### src/rtl/cic_interp_mc.sv
// ---------------------------------------------------------------------------
// cic_interp_mc
//   Multichannel CIC interpolator. It accepts one frame of CH time-multiplexed
//   samples. All ORDER comb stages run at the input rate, in the same cycle
//   the sample is accepted. The integrator chain then runs at the output rate
//   over RATE zero-stuffed phases, and emits RATE*CH samples per frame.
//   Channel index is the fastest-changing index in the output order.
//
// Ports
//   clk       clock
//   rst       synchronous reset, active-high
//   s_valid   input sample valid
//   s_ready   input sample accepted when s_valid & s_ready (LOAD only)
//   s_data    input sample, two's complement, IN_W bits
//   s_first   marks the channel-0 sample of a frame
//   m_valid   output sample valid
//   m_ready   downstream accepts output
//   m_data    output sample, OUT_W bits, saturated
//   m_ch      channel of m_data
//   sync_err  one-cycle pulse on frame misalignment
//
// Build option
//   CIC_ROUND_EN  defined   : output is rounded half-up before saturation
//                 undefined : output is truncated (floor) before saturation
// ---------------------------------------------------------------------------
module cic_interp_mc #(
    parameter int IN_W  = 16,
    parameter int OUT_W = 20,
    parameter int ORDER = 3,
    parameter int RATE  = 8,
    parameter int CH    = 2
) (
    input  logic                                       clk,
    input  logic                                       rst,
    input  logic                                       s_valid,
    output logic                                       s_ready,
    input  logic [IN_W-1:0]                            s_data,
    input  logic                                       s_first,
    output logic                                       m_valid,
    input  logic                                       m_ready,
    output logic [OUT_W-1:0]                           m_data,
    output logic [((CH > 1) ? $clog2(CH) : 1)-1:0]     m_ch,
    output logic                                       sync_err
);

    localparam int LR = $clog2(RATE);
    localparam int CW = (CH > 1) ? $clog2(CH) : 1;
    localparam int IW = IN_W + ORDER * LR;
    localparam int SH = (ORDER - 1) * LR - (OUT_W - IN_W);
    localparam int XW = IW + 1;

    localparam logic signed [XW-1:0] SAT_MAX = {{(XW - OUT_W + 1){1'b0}}, {(OUT_W - 1){1'b1}}};
    localparam logic signed [XW-1:0] SAT_MIN = {{(XW - OUT_W + 1){1'b1}}, {(OUT_W - 1){1'b0}}};

    localparam logic [0:0] ST_LOAD = 1'b0;
    localparam logic [0:0] ST_RUN  = 1'b1;

    // Elaboration-time parameter checks
    if (ORDER < 1 || ORDER > 5) begin : g_bad_order
        $error("cic_interp_mc: ORDER must be 1..5");
    end
    if (RATE < 2 || RATE > 32 || (RATE & (RATE - 1)) != 0) begin : g_bad_rate
        $error("cic_interp_mc: RATE must be a power of two in 2..32");
    end
    if (CH < 1 || CH > 8) begin : g_bad_ch
        $error("cic_interp_mc: CH must be 1..8");
    end
    if (OUT_W < IN_W) begin : g_bad_outw
        $error("cic_interp_mc: OUT_W must be >= IN_W");
    end
    if ((ORDER - 1) * LR < OUT_W - IN_W) begin : g_bad_gain
        $error("cic_interp_mc: (ORDER-1)*log2(RATE) must be >= OUT_W-IN_W");
    end

    logic [0:0]           state;
    logic [CW-1:0]        ch_cnt;
    logic [CW-1:0]        run_ch;
    logic [LR-1:0]        phase;
    logic                 done;

    logic signed [IW-1:0] comb_dly [CH][ORDER];
    logic signed [IW-1:0] integ    [CH][ORDER];
    logic signed [IW-1:0] comb_res [CH];

    // Input side: channel the accepted sample belongs to and the comb chain
    logic [CW-1:0]        in_ch;
    logic signed [IW-1:0] comb_in [ORDER];
    logic signed [IW-1:0] comb_out;

    always_comb begin
        in_ch    = s_first ? '0 : ch_cnt;
        comb_out = {{(IW - IN_W){s_data[IN_W-1]}}, s_data};
        for (int unsigned k = 0; k < ORDER; k++) begin
            comb_in[k] = comb_out;
            comb_out   = comb_out - comb_dly[in_ch][k];
        end
    end

    // Output side: integrator chain for the current slot, each stage fed by
    // the freshly updated value of the previous one
    logic signed [IW-1:0] int_new [ORDER];
    logic signed [IW-1:0] acc;
    logic signed [XW-1:0] y_ext;
    logic signed [XW-1:0] y_rnd;
    logic signed [XW-1:0] y_sh;
    logic [OUT_W-1:0]     y_out;

`ifdef CIC_ROUND_EN
    localparam int HS = (SH > 0) ? SH - 1 : 0;
    localparam logic signed [XW-1:0] HALF = (SH > 0) ? (XW'(1) << HS) : XW'(0);
`endif

    always_comb begin
        acc = (phase == '0) ? comb_res[run_ch] : '0;
        for (int unsigned k = 0; k < ORDER; k++) begin
            acc        = integ[run_ch][k] + acc;
            int_new[k] = acc;
        end
        // One guard bit so the rounding offset cannot overflow
        y_ext = {int_new[ORDER-1][IW-1], int_new[ORDER-1]};
`ifdef CIC_ROUND_EN
        y_rnd = y_ext + HALF;
`else
        y_rnd = y_ext;
`endif
        y_sh = y_rnd >>> SH;
        if (y_sh > SAT_MAX) begin
            y_out = SAT_MAX[OUT_W-1:0];
        end else if (y_sh < SAT_MIN) begin
            y_out = SAT_MIN[OUT_W-1:0];
        end else begin
            y_out = y_sh[OUT_W-1:0];
        end
    end

    always_comb begin
        s_ready = (state == ST_LOAD) && !rst;
    end

    always_ff @(posedge clk) begin
        if (rst) begin
            state    <= ST_LOAD;
            ch_cnt   <= '0;
            run_ch   <= '0;
            phase    <= '0;
            done     <= 1'b0;
            m_valid  <= 1'b0;
            m_data   <= '0;
            m_ch     <= '0;
            sync_err <= 1'b0;
            for (int unsigned c = 0; c < CH; c++) begin
                comb_res[c] <= '0;
                for (int unsigned k = 0; k < ORDER; k++) begin
                    comb_dly[c][k] <= '0;
                    integ[c][k]    <= '0;
                end
            end
        end else begin
            sync_err <= 1'b0;
            case (state)
                ST_LOAD: begin
                    if (s_valid) begin
                        if (!s_first && ch_cnt == '0) begin
                            // Stray sample where a frame start is expected:
                            // handshake it but leave all filter state alone
                            sync_err <= 1'b1;
                        end else begin
                            // Early s_first restarts the frame at channel 0;
                            // combs of the abandoned channels stay as they are
                            if (s_first && ch_cnt != '0) begin
                                sync_err <= 1'b1;
                            end
                            for (int unsigned k = 0; k < ORDER; k++) begin
                                comb_dly[in_ch][k] <= comb_in[k];
                            end
                            comb_res[in_ch] <= comb_out;
                            if (in_ch == CW'(CH - 1)) begin
                                ch_cnt <= '0;
                                run_ch <= '0;
                                phase  <= '0;
                                done   <= 1'b0;
                                state  <= ST_RUN;
                            end else begin
                                ch_cnt <= in_ch + 1'b1;
                            end
                        end
                    end
                end
                ST_RUN: begin
                    if (!m_valid || m_ready) begin
                        if (done) begin
                            // Final slot has just been handshaken
                            m_valid <= 1'b0;
                            done    <= 1'b0;
                            state   <= ST_LOAD;
                        end else begin
                            for (int unsigned k = 0; k < ORDER; k++) begin
                                integ[run_ch][k] <= int_new[k];
                            end
                            m_data  <= y_out;
                            m_ch    <= run_ch;
                            m_valid <= 1'b1;
                            if (run_ch == CW'(CH - 1)) begin
                                run_ch <= '0;
                                if (phase == LR'(RATE - 1)) begin
                                    done <= 1'b1;
                                end else begin
                                    phase <= phase + 1'b1;
                                end
                            end else begin
                                run_ch <= run_ch + 1'b1;
                            end
                        end
                    end
                end
                default: state <= ST_LOAD;
            endcase
        end
    end

endmodule

### config.mk
export PLATFORM = sky130hd
export DESIGN_NAME = cic_interp_mc
export DESIGN_NICKNAME = d
export VERILOG_FILES = /design/src/rtl/cic_interp_mc.sv
export SDC_FILE = /design/constraint.sdc
export NUM_CORES = 1
export LEC_CHECK = 0
export BUFFER_PORTS_ARGS = -buffer_cell sky130_fd_sc_hd__buf_2
export CORE_MARGIN = 1.5
export CORE_UTILIZATION = 62
export DETAILED_ROUTE_END_ITERATION = 12
export PLACE_DENSITY_LB_ADDON = 0.15
export SLEW_MARGIN = 20
export SYNTH_ARGS = -nofsm -noshare
export SYNTH_HDL_FRONTEND = slang
export SYNTH_SLANG_ARGS = --single-unit
### constraint.sdc
create_clock -name clk -period 11.26 [get_ports clk]
set_input_delay 2.815 -clock clk [delete_from_list [all_inputs] [get_ports clk]]
set_output_delay 2.815 -clock clk [all_outputs]
set_load 0.01 [all_outputs]
==> impl_metrics.py, run 1 <==
metrics = {
    "setup_path": {
        "max_stage_delay_ns": 0.46,
        "cp_max_fo": 39,
        "reg2reg_to": "m_data[0]",
        "end_kind": "register",
        "start_kind": "input port",
        "r2r_setup_slack_ns": 2.26,
        "criticalPathCategory": "input port to register",
        "rr_startpoint": "phase[0]",
        "crit_arrival_ns": 10.37,
        "critPathRequiredTime_ns": 11.52,
        "worst_r2r_path_depth": 35,
        "slowest_stage": "buf_4",
    },
    "timing": {
        "rsz0062_at_grt": "false",
        "post-route-min-period_ns": 10.11,
        "hold_violations": 0,
        "finClkSkew_ns": 0.0238,
        "worst_pin_slew_ns": 0.986,
        "timing.final.ws_setup_ns": 1.15,
        "final-setup-viol-count": 0,
        "fmax_ghz": 0.0989,
        "maxSlewViolCount": 0,
        "holdWs_ns": 0.455,
        "fin_crit_sh_pct": 89.8,
        "tns_ns": 0,
        "max-slew-margin-rel_pct": 33.4,
    },
    "clocking": {
        "clkSlewWorstSetupHoldPaths_ns": 0.06,
        "post_cts_resized": 0,
        "cts_tree": "yes",
        "clock_sinks": 363,
        "clock_latency_ns": 0.55,
        "cts_buffer_depth": 3,
        "cts_post_setup_buffers_inserted": 0,
        "cts_root_buffer": "clkbuf_16",
        "holdBufCountCts": 0,
        "numCtsBuffers": 41,
        "htreeDepth": 2,
    },
    "pwr": {
        "finalPower_mw": 5.77,
        "p_per_area_nw_per_um2": 244,
        "vdd_ir_drop_max_uv": 230,
        "p_leak_nw": 9.85,
    },
    "job": {
        "cap_viol_max_count": 0,
    },
    "synth": {
        "yosysWarnings": 0,
        "synth_edf_count": 332,
        "synth_flop_cell": "edfxtp_1",
        "synth_top_area_share_pct": 46.1,
        "synth_cell_type_count": 79,
        "synth_cells": 2032,
        "yosysSeqAreaShare_pct": 49.0,
        "synth.area.top_cells": "edfxtp_1 (46%), ha_1 (8.2%), nor2_1 (6.4%)",
        "syn-num-nets": 2200,
        "ys_ff_latch": 363,
        "yosysTopAreaCell": "edfxtp_1",
        "synthArstFlopShare_pct": 0,
        "syn_area_um2": 21600,
        "avgSynthCellArea_um2": 10.6,
    },
    "detailed_routing": {
        "dr.first_iter.drc_count": 927,
        "via_per_inst": 5.91,
        "drcViolationCount": 0,
        "dr.pass1.iters": 6,
        "dr_total_vias": 15100,
        "postRouteAntennaNets": 0,
        "routed_wl_um": 45700,
        "wl_per_cell_um": 17.9,
    },
    "finish": {
        "antenna_cells": 0,
        "drive_above_1_share_pct": 11.7,
        "nets": 2234,
        "syn_to_final_growth_pct": 9.56,
    },
    "grt": {
        "grt_pass1_wl_um": 74100,
        "grtUsageTotal_pct": 25.6,
        "antenna_found_initial": 0,
        "grt_max_degree": 76,
        "grt_overflow": 0,
        "grt_pass1_vias": 15400,
    },
    "placed_design": {
        "port_buffers": 44,
        "dp_slack_ns": 0.662,
        "gp_congestion": 0.880,
        "place_hpwl_um": 30800,
    },
    "die": {
        "start_util_pct": 62.7,
        "row_count": 68,
        "ios": 45,
        "die_w_um": 190,
        "dieArea_um2": 36000,
        "die_h_um": 190,
        "core-area_um2": 34500,
    },
    "min_path": {
        "min_to": "m_ch",
        "hold_path_class": "register to register",
        "hp-start": "m_ch",
        "min_path_cells": 2,
    },
    "status": {
        "status": "finished clean",
    },
}
[worst max-delay path, delay by kind of cell]
kind	cells	cell delay (ns)
AO/OA/AOI/OAI	20	4.37
XOR/XNOR	3	0.65
buffers and inverters	4	0.75
adder cells (fa/ha/maj)	4	1.05
AND/OR/NAND/NOR	2	0.41
multiplexers	1	0.27
[synthesized netlist by cell type, drive strengths merged (5+ instances only)]
master,n
nand2,53
fa,6
or3,13
buf,18
o21a,9
xor2,58
and3,30
or2,12
clkbuf,58
edfxtp,332
a21oi,110
dfxtp,31
xnor2,53
o21ai,63
nor2,370
ha,141
a31oi,20
and2,39
o41ai,15
o211ai,22
nand2b,41
nand3,30
nor2b,24
nand4,6
nor3,39
o31ai,9
o31a,5
o21bai,11
a211oi,14
inv,128
a21o,40
mux2,74
o32ai,6
mux2i,94
[report_power, final]
| part | total [mW] | internal, mW | leakage [nW] | switching (mW) |
|---|---|---|---|---|
| Sequential | 1.67 | 1.62 | 3.70 | 0.0484 |
| Combinational | 2.78 | 1.03 | 5.48 | 1.75 |
| Clock | 1.32 | 0.786 | 0.665 | 0.534 |
| Total | 5.77 | 3.44 | 9.85 | 2.34 |
[routing by layer]
layer  GRT usage (%)  up-vias  routed length (um)
met3            2.95       93                1730
met5               0        -                   0
met2            47.1      308               23500
met4            9.52        0                1290
li1                -     7399                   -
met1            30.6     7298               19200
[cells in the final DEF, fill, tap and decap left out, types with 38 or more instances in the layout]
cell and count:
ha_1 140, nor2_1 370, clkbuf_16 45, nand2_1 53, xor2_1 57, mux2_2 74
a21oi_1 108, a21o_1 40, edfxtp_1 332, o21ai_0 58, nor3_1 38, xnor2_1 53
inv_1 127, and2_1 39, mux2i_1 93, buf_2 44
[metrics by stage]
step | std cells | area, um2 | util [%]
global placement | 2476 | 22300 | 64.7
floorplan | 2032 | 21600 | -
global route | 2554 | 23700 | 68.7
detailed placement | 2476 | 22300 | 64.7
finish | 2554 | 23700 | 68.7
CTS | 2552 | 23600 | 68.6
[sequential cells by signal, indices dropped and copies added, names as in the netlist, named ones only]
name	flops
ch_cnt	1
phase	3
sync_err	1
integ	150
run_ch	1
comb_res	50
state	1
comb_dly	132
done	1
m_ch	1
m_valid	1
m_data	20
[worst max-delay path by stage]
stage,startpoint,to,slack (ns),cells past startpoint
after global placement,s_first,comb_res[1][24],0.91,34
after global routing,s_first,comb_res[1][24],0.69,34
after detailed placement,s_first,comb_res[0][24],0.66,34
final,s_first,comb_res[0][24],1.15,34
after CTS,s_first,comb_res[0][24],1.24,34
after floorplan,s_first,comb_res[0][24],1.02,36
[kinds of logic (layout without fill, tap and decap cells)]
logic type      Yosys count  in the layout  synth area share [%]
mux                     168            168                  8.27
buf+inv                 204            271                  3.62
xor+xnor                112            112                  4.64
fa+ha+maj               147            147                  8.72
simple gates            677            677                  14.6
compound gates          361            361                  11.2
flops                   363            363                  49.0
[area by class of cell]
type / instances / area [um2]
clock inverter: 20 / 151
fill: 2578 / 10800
tap: 455 / 569
sequential: 363 / 10600
clock buffer: 56 / 1190
inverter: 128 / 480
multi-input combinational: 1465 / 10300
timing repair buffer: 67 / 418
(Power assumes the default switching activity.)
==> run 2: changes to the inputs <==
--- a/config.mk
+++ b/config.mk
@@ -9,7 +9,8 @@
 export CORE_MARGIN = 1.5
 export CORE_UTILIZATION = 62
 export DETAILED_ROUTE_END_ITERATION = 12
-export PLACE_DENSITY_LB_ADDON = 0.15
+export PLACE_DENSITY_LB_ADDON = 0.05
+export RECOVER_POWER = 25
 export SLEW_MARGIN = 20
 export SYNTH_ARGS = -nofsm -noshare
 export SYNTH_HDL_FRONTEND = slang
==> run 2 against run 1 <==
The run now ends with capacitance limit, slew limit left. Clock skew down 0.0032 ns. Sequential power barely moved. Non-clock buffer count shrank 5. Critical endpoint is now integ[0][16]. Global-route usage is 0.76 points lower. Critical path depth down 28. Clock power down 3%. Wire length shrank 2.7%. Critical path type unchanged. Sequential share of layout area rose by 0.28 points. Cell area fell by 0.63%. Largest power group unchanged.
==> impl_metrics.py, run 2 (synthesis gave the netlist of run 1 again) <==
metrics = {
    "status": {
        "status": "finished with violations",
        "violations": "capacitance limit, slew limit",
    },
    "timing": {
        "timing.final.ws_setup_ns": 1.12,
        "worst_pin_slew_ns": 3.69,
        "max-slew-margin-rel_pct": -146,
        "post-route-min-period_ns": 10.14,
        "fmax_ghz": 0.0987,
        "hold_violations": 0,
        "final-setup-viol-count": 0,
        "tns_ns": 0,
        "fin_crit_sh_pct": 90.0,
        "finClkSkew_ns": 0.0206,
        "rsz0062_at_grt": "false",
        "maxSlewViolCount": 392,
    },
    "detailed_routing": {
        "routed_wl_um": 44500,
        "postRouteAntennaNets": 0,
        "via_per_inst": 5.85,
        "dr_total_vias": 14900,
        "dr.pass1.iters": 6,
        "drcViolationCount": 0,
        "wl_per_cell_um": 17.5,
        "dr.first_iter.drc_count": 643,
    },
    "min_path": {
        "min_path_cells": 2,
        "hp-start": "m_ch",
        "min_to": "m_ch",
        "hold_path_class": "register to register",
    },
    "clocking": {
        "cts_root_buffer": "clkbuf_16",
        "cts_post_setup_buffers_inserted": 0,
        "holdBufCountCts": 0,
        "cts_tree": "yes",
        "post_cts_resized": 0,
        "cts_buffer_depth": 3,
        "htreeDepth": 2,
        "clkSlewWorstSetupHoldPaths_ns": 0.06,
        "clock_sinks": 363,
        "clock_latency_ns": 0.55,
        "numCtsBuffers": 41,
    },
    "die": {
        "row_count": 68,
        "die_h_um": 190,
        "start_util_pct": 62.7,
        "die_w_um": 190,
        "dieArea_um2": 36000,
        "core-area_um2": 34500,
        "ios": 45,
    },
    "setup_path": {
        "crit_arrival_ns": 10.39,
        "reg2reg_to": "m_data[12]",
        "criticalPathCategory": "input port to register",
        "start_kind": "input port",
        "critPathRequiredTime_ns": 11.51,
        "cp_max_fo": 69,
        "rr_startpoint": "phase[0]",
        "r2r_setup_slack_ns": 2.05,
        "cp.depth": 6,
        "crit_top_cell": "clkbuf_1",
        "slowest_stage": "clkbuf_1",
        "end_kind": "register",
        "max_stage_delay_ns": 2.59,
        "worst_r2r_path_depth": 35,
        "path_buf_inv": 4,
        "cpLargestDelayFamily": "buffers and inverters",
        "startpoint": "rst",
        "worstPathCellList": "buf_2, clkbuf_1, or3_2, clkbuf_1, nand2b_1, buf_16",
    },
    "grt": {
        "grtUsageTotal_pct": 24.8,
        "grt_max_degree": 76,
        "grt_pass1_wl_um": 71800,
        "antenna_found_initial": 0,
        "grt_pass1_vias": 14800,
        "grt_overflow": 0,
    },
    "finish": {
        "nets": 2229,
        "regMostFlops": "integ",
        "syn_to_final_growth_pct": 8.87,
        "top_regs": "integ: 150 flops, comb_dly: 132 flops, comb_res: 50 flops",
        "final_cells": 2548,
        "antenna_cells": 0,
        "mostFrequentLayoutCell": "nor2_1",
        "largest_reg_flops": 150,
        "fin_area_um2": 23500,
        "final_cell_mix": "nor2_1 (370), edfxtp_1 (332), ha_1 (140)",
        "drive_above_1_share_pct": 9.79,
    },
    "placed_design": {
        "dp_slack_ns": 0.720,
        "postPlaceCellArea_um2": 22300,
        "port_buffers": 44,
        "dp_cells": 2472,
        "place_hpwl_um": 30100,
        "gp_congestion": 0.864,
    },
    "job": {
        "cap_viol_max_count": 8,
    },
    "pwr": {
        "vdd_ir_drop_max_uv": 225,
        "p_per_area_nw_per_um2": 245,
        "finalPower_mw": 5.76,
        "p_leak_nw": 9.64,
    },
}
[run 2: cell count changes in the layout (fill, tap and decap cells not counted), moves of 2 or more]
cell,previous run,this run
buf_4,21,11
buf_2,44,21
clkbuf_8,2,6
clkinv_1,7,4
clkinvlp_4,0,3
clkbuf_1,9,44
nand2b_4,2,0
and2_0,0,10
clkinv_2,9,2
buf_12,2,0
nand2b_1,37,39
clkbuf_16,45,42
and2_1,39,29
[run 2: layout make-up]
type	count	area, um2
Inverter	128	480
Fill cell	2644	10900
Clock inverter	12	114
Timing Repair Buffer	62	324
Multi-Input combinational cell	1465	10300
Sequential cell	363	10600
Clock buffer	63	1190
Tap cell	455	569
[run 2: report_power, final]
group          switching, mW  internal [mW]
sequential            0.0462           1.62
clock                  0.527          0.755
combinational           1.79           1.02
total                   2.36           3.40
[run 2: worst max-delay path by stage]
| stage | endpoint |
|---|---|
| global route | comb_res[0][24] |
| floorplan | comb_res[0][24] |
| CTS | comb_res[1][24] |
| detailed placement | comb_res[1][24] |
| global placement | comb_res[1][24] |
| finish | integ[0][16] |
[run 2: tightest hold or removal path: stages (launching register included)]
cell and delay, ns:
dfxtp_1 0.31, nand2_1 0.05, a21oi_1 0.05
[run 2: metal layers]
layer	vias up	share of wire (%)	routed length, um	GRT usage [%]
li1	7382	-	-	-
met1	7166	41	18400	29.0
met2	268	52	23200	46.5
met3	82	3.5	1570	3.01
met4	0	2.9	1300	8.88
met5	-	0	0	0
[run 2: stage by stage]
step                      util (%)  hold slack [ns]
after floorplan                  -            0.454
after CTS                     68.4            0.459
final                         68.3            0.457
after global placement        64.6            0.447
after detailed placement      64.6            0.449
after global routing          68.3            0.469
==> run 3: changes to the inputs <==
--- a/config.mk
+++ b/config.mk
@@ -10,7 +10,7 @@
 export CORE_UTILIZATION = 62
 export DETAILED_ROUTE_END_ITERATION = 12
 export PLACE_DENSITY_LB_ADDON = 0.05
-export RECOVER_POWER = 25
+export RECOVER_POWER = 100
 export SLEW_MARGIN = 20
 export SYNTH_ARGS = -nofsm -noshare
 export SYNTH_HDL_FRONTEND = slang
==> run 3 against run 2 <==
The flow still finishes with violations (capacitance limit, slew limit). Clock power about the same. Highest routed layer unchanged. Largest cell class unchanged. Critical endpoint unchanged. Setup slack worse by 0.23 ns. Final cell count unchanged. Global-route usage did not move. Die area stayed put. Register-to-register slack worse by 0.38 ns. Sequential power hardly changed. First-iteration DRC count stayed put. Wire length down 0.12%.
==> impl_metrics.py, run 3 (synthesis gave the netlist of run 1 again) <==
metrics = {
    "setup_path": {
        "end_kind": "register",
        "crit_arrival_ns": 10.52,
        "r2r_setup_slack_ns": 1.67,
        "cp_max_fo": 69,
        "criticalPathCategory": "input port to register",
        "critPathRequiredTime_ns": 11.41,
        "start_kind": "input port",
    },
    "pwr": {
        "vdd_ir_drop_max_uv": 220,
        "p_leak_nw": 9.60,
        "finalPower_mw": 5.74,
        "p_per_area_nw_per_um2": 245,
    },
    "clocking": {
        "numCtsBuffers": 41,
        "clock_latency_ns": 0.55,
        "clkSlewWorstSetupHoldPaths_ns": 0.06,
        "post_cts_resized": 0,
        "holdBufCountCts": 0,
        "cts_root_buffer": "clkbuf_16",
        "cts_buffer_depth": 3,
        "cts_post_setup_buffers_inserted": 0,
        "htreeDepth": 2,
        "clock_sinks": 363,
        "cts_tree": "yes",
    },
    "job": {
        "cap_viol_max_count": 13,
    },
    "die": {
        "start_util_pct": 62.7,
        "die_w_um": 190,
        "dieArea_um2": 36000,
        "ios": 45,
        "row_count": 68,
        "die_h_um": 190,
        "core-area_um2": 34500,
    },
    "finish": {
        "mostFrequentLayoutCell": "nor2_1",
        "fill_cells": 2660,
        "final_cell_mix": "nor2_1 (370), edfxtp_1 (332), ha_1 (140)",
        "regMostFlops": "integ",
        "final_cells": 2548,
        "top_regs": "integ: 150 flops, comb_dly: 132 flops, comb_res: 50 flops",
        "syn_to_final_growth_pct": 8.57,
        "regArea_um2": 10600,
        "multiInputGateArea_um2": 10200,
        "drive_above_1_share_pct": 9.13,
        "largest_reg_flops": 150,
        "nets": 2229,
        "antenna_cells": 0,
    },
    "timing": {
        "hold_violations": 0,
        "worst_pin_slew_ns": 3.69,
        "fin_crit_sh_pct": 92.1,
        "finClkSkew_ns": 0.0212,
        "post-route-min-period_ns": 10.37,
        "tns_ns": 0,
        "fmax_ghz": 0.0964,
        "rsz0062_at_grt": "false",
        "maxSlewViolCount": 607,
        "final-setup-viol-count": 0,
        "max-slew-margin-rel_pct": -146,
    },
    "detailed_routing": {
        "drcViolationCount": 0,
        "routed_wl_um": 44400,
        "dr.pass1.iters": 5,
        "wl_per_cell_um": 17.4,
        "postRouteAntennaNets": 0,
        "dr_total_vias": 14900,
        "via_per_inst": 5.86,
        "dr.first_iter.drc_count": 643,
    },
    "status": {
        "violations": "capacitance limit, slew limit",
        "status": "finished with violations",
    },
    "grt": {
        "grt_pass1_wl_um": 71800,
        "busiest_layer": "met2",
        "gr-usage-met2_pct": 46.5,
        "grtUsageMet3_pct": 3.01,
        "grt_overflow": 0,
        "grt.met1_usage_pct": 29.0,
        "grt_pass1_vias": 14800,
        "antenna_found_initial": 0,
        "grt_max_degree": 76,
        "grtUsageTotal_pct": 24.8,
    },
    "placed_design": {
        "place_hpwl_um": 30100,
        "gp_congestion": 0.864,
        "dp_cells": 2472,
        "port_buffers": 44,
    },
    "min_path": {
        "hold_path_class": "register to register",
    },
}
## run 3: power breakdown
part | switching, mW | total (mW) | internal [mW]
Combinational | 1.78 | 2.79 | 1.01
Sequential | 0.0462 | 1.67 | 1.63
Clock | 0.526 | 1.28 | 0.755
Total | 2.35 | 5.74 | 3.39
## run 3: worst paths after layout
| check | startpoint | endpoint | cells past startpoint |
|---|---|---|---|
| min reg2reg | m_ch | m_ch | 2 |
| max | rst | integ[0][16] | 6 |
| min | m_ch | m_ch | 2 |
| max reg2reg | phase[0] | m_data[12] | 35 |
## run 3: area by class of cell
cell class	instances	share of cell area, %
timing repair buffer	62	1.19
sequential	363	45.1
clock inverter	12	0.485
inverter	128	2.05
multi-input combinational	1465	43.6
tap	455	2.43
clock buffer	63	5.07
## run 3: metrics by stage
stage	utilization, %	cell area (um2)	worst slack (ns)	hold WS [ns]
floorplan	-	21600	1.02	0.454
global placement	64.6	22300	0.903	0.447
detailed placement	64.6	22300	0.720	0.449
CTS	68.4	23600	1.23	0.459
global route	68.1	23500	0.326	0.469
finish	68.1	23500	0.892	0.457
## run 3: layer usage
layer,vias to the layer above,part of all wire [%]
li1,7389,-
met1,7211,41
met2,262,52
met3,82,3.5
met4,0,3.0
met5,-,0
## run 3: worst max-delay path: stages
cell and delay (ns):
buf_2 0.07, clkbuf_1 1.79, or3_2 0.33, clkbuf_1 2.59, nand2b_1 2.00, clkbuf_4 0.86
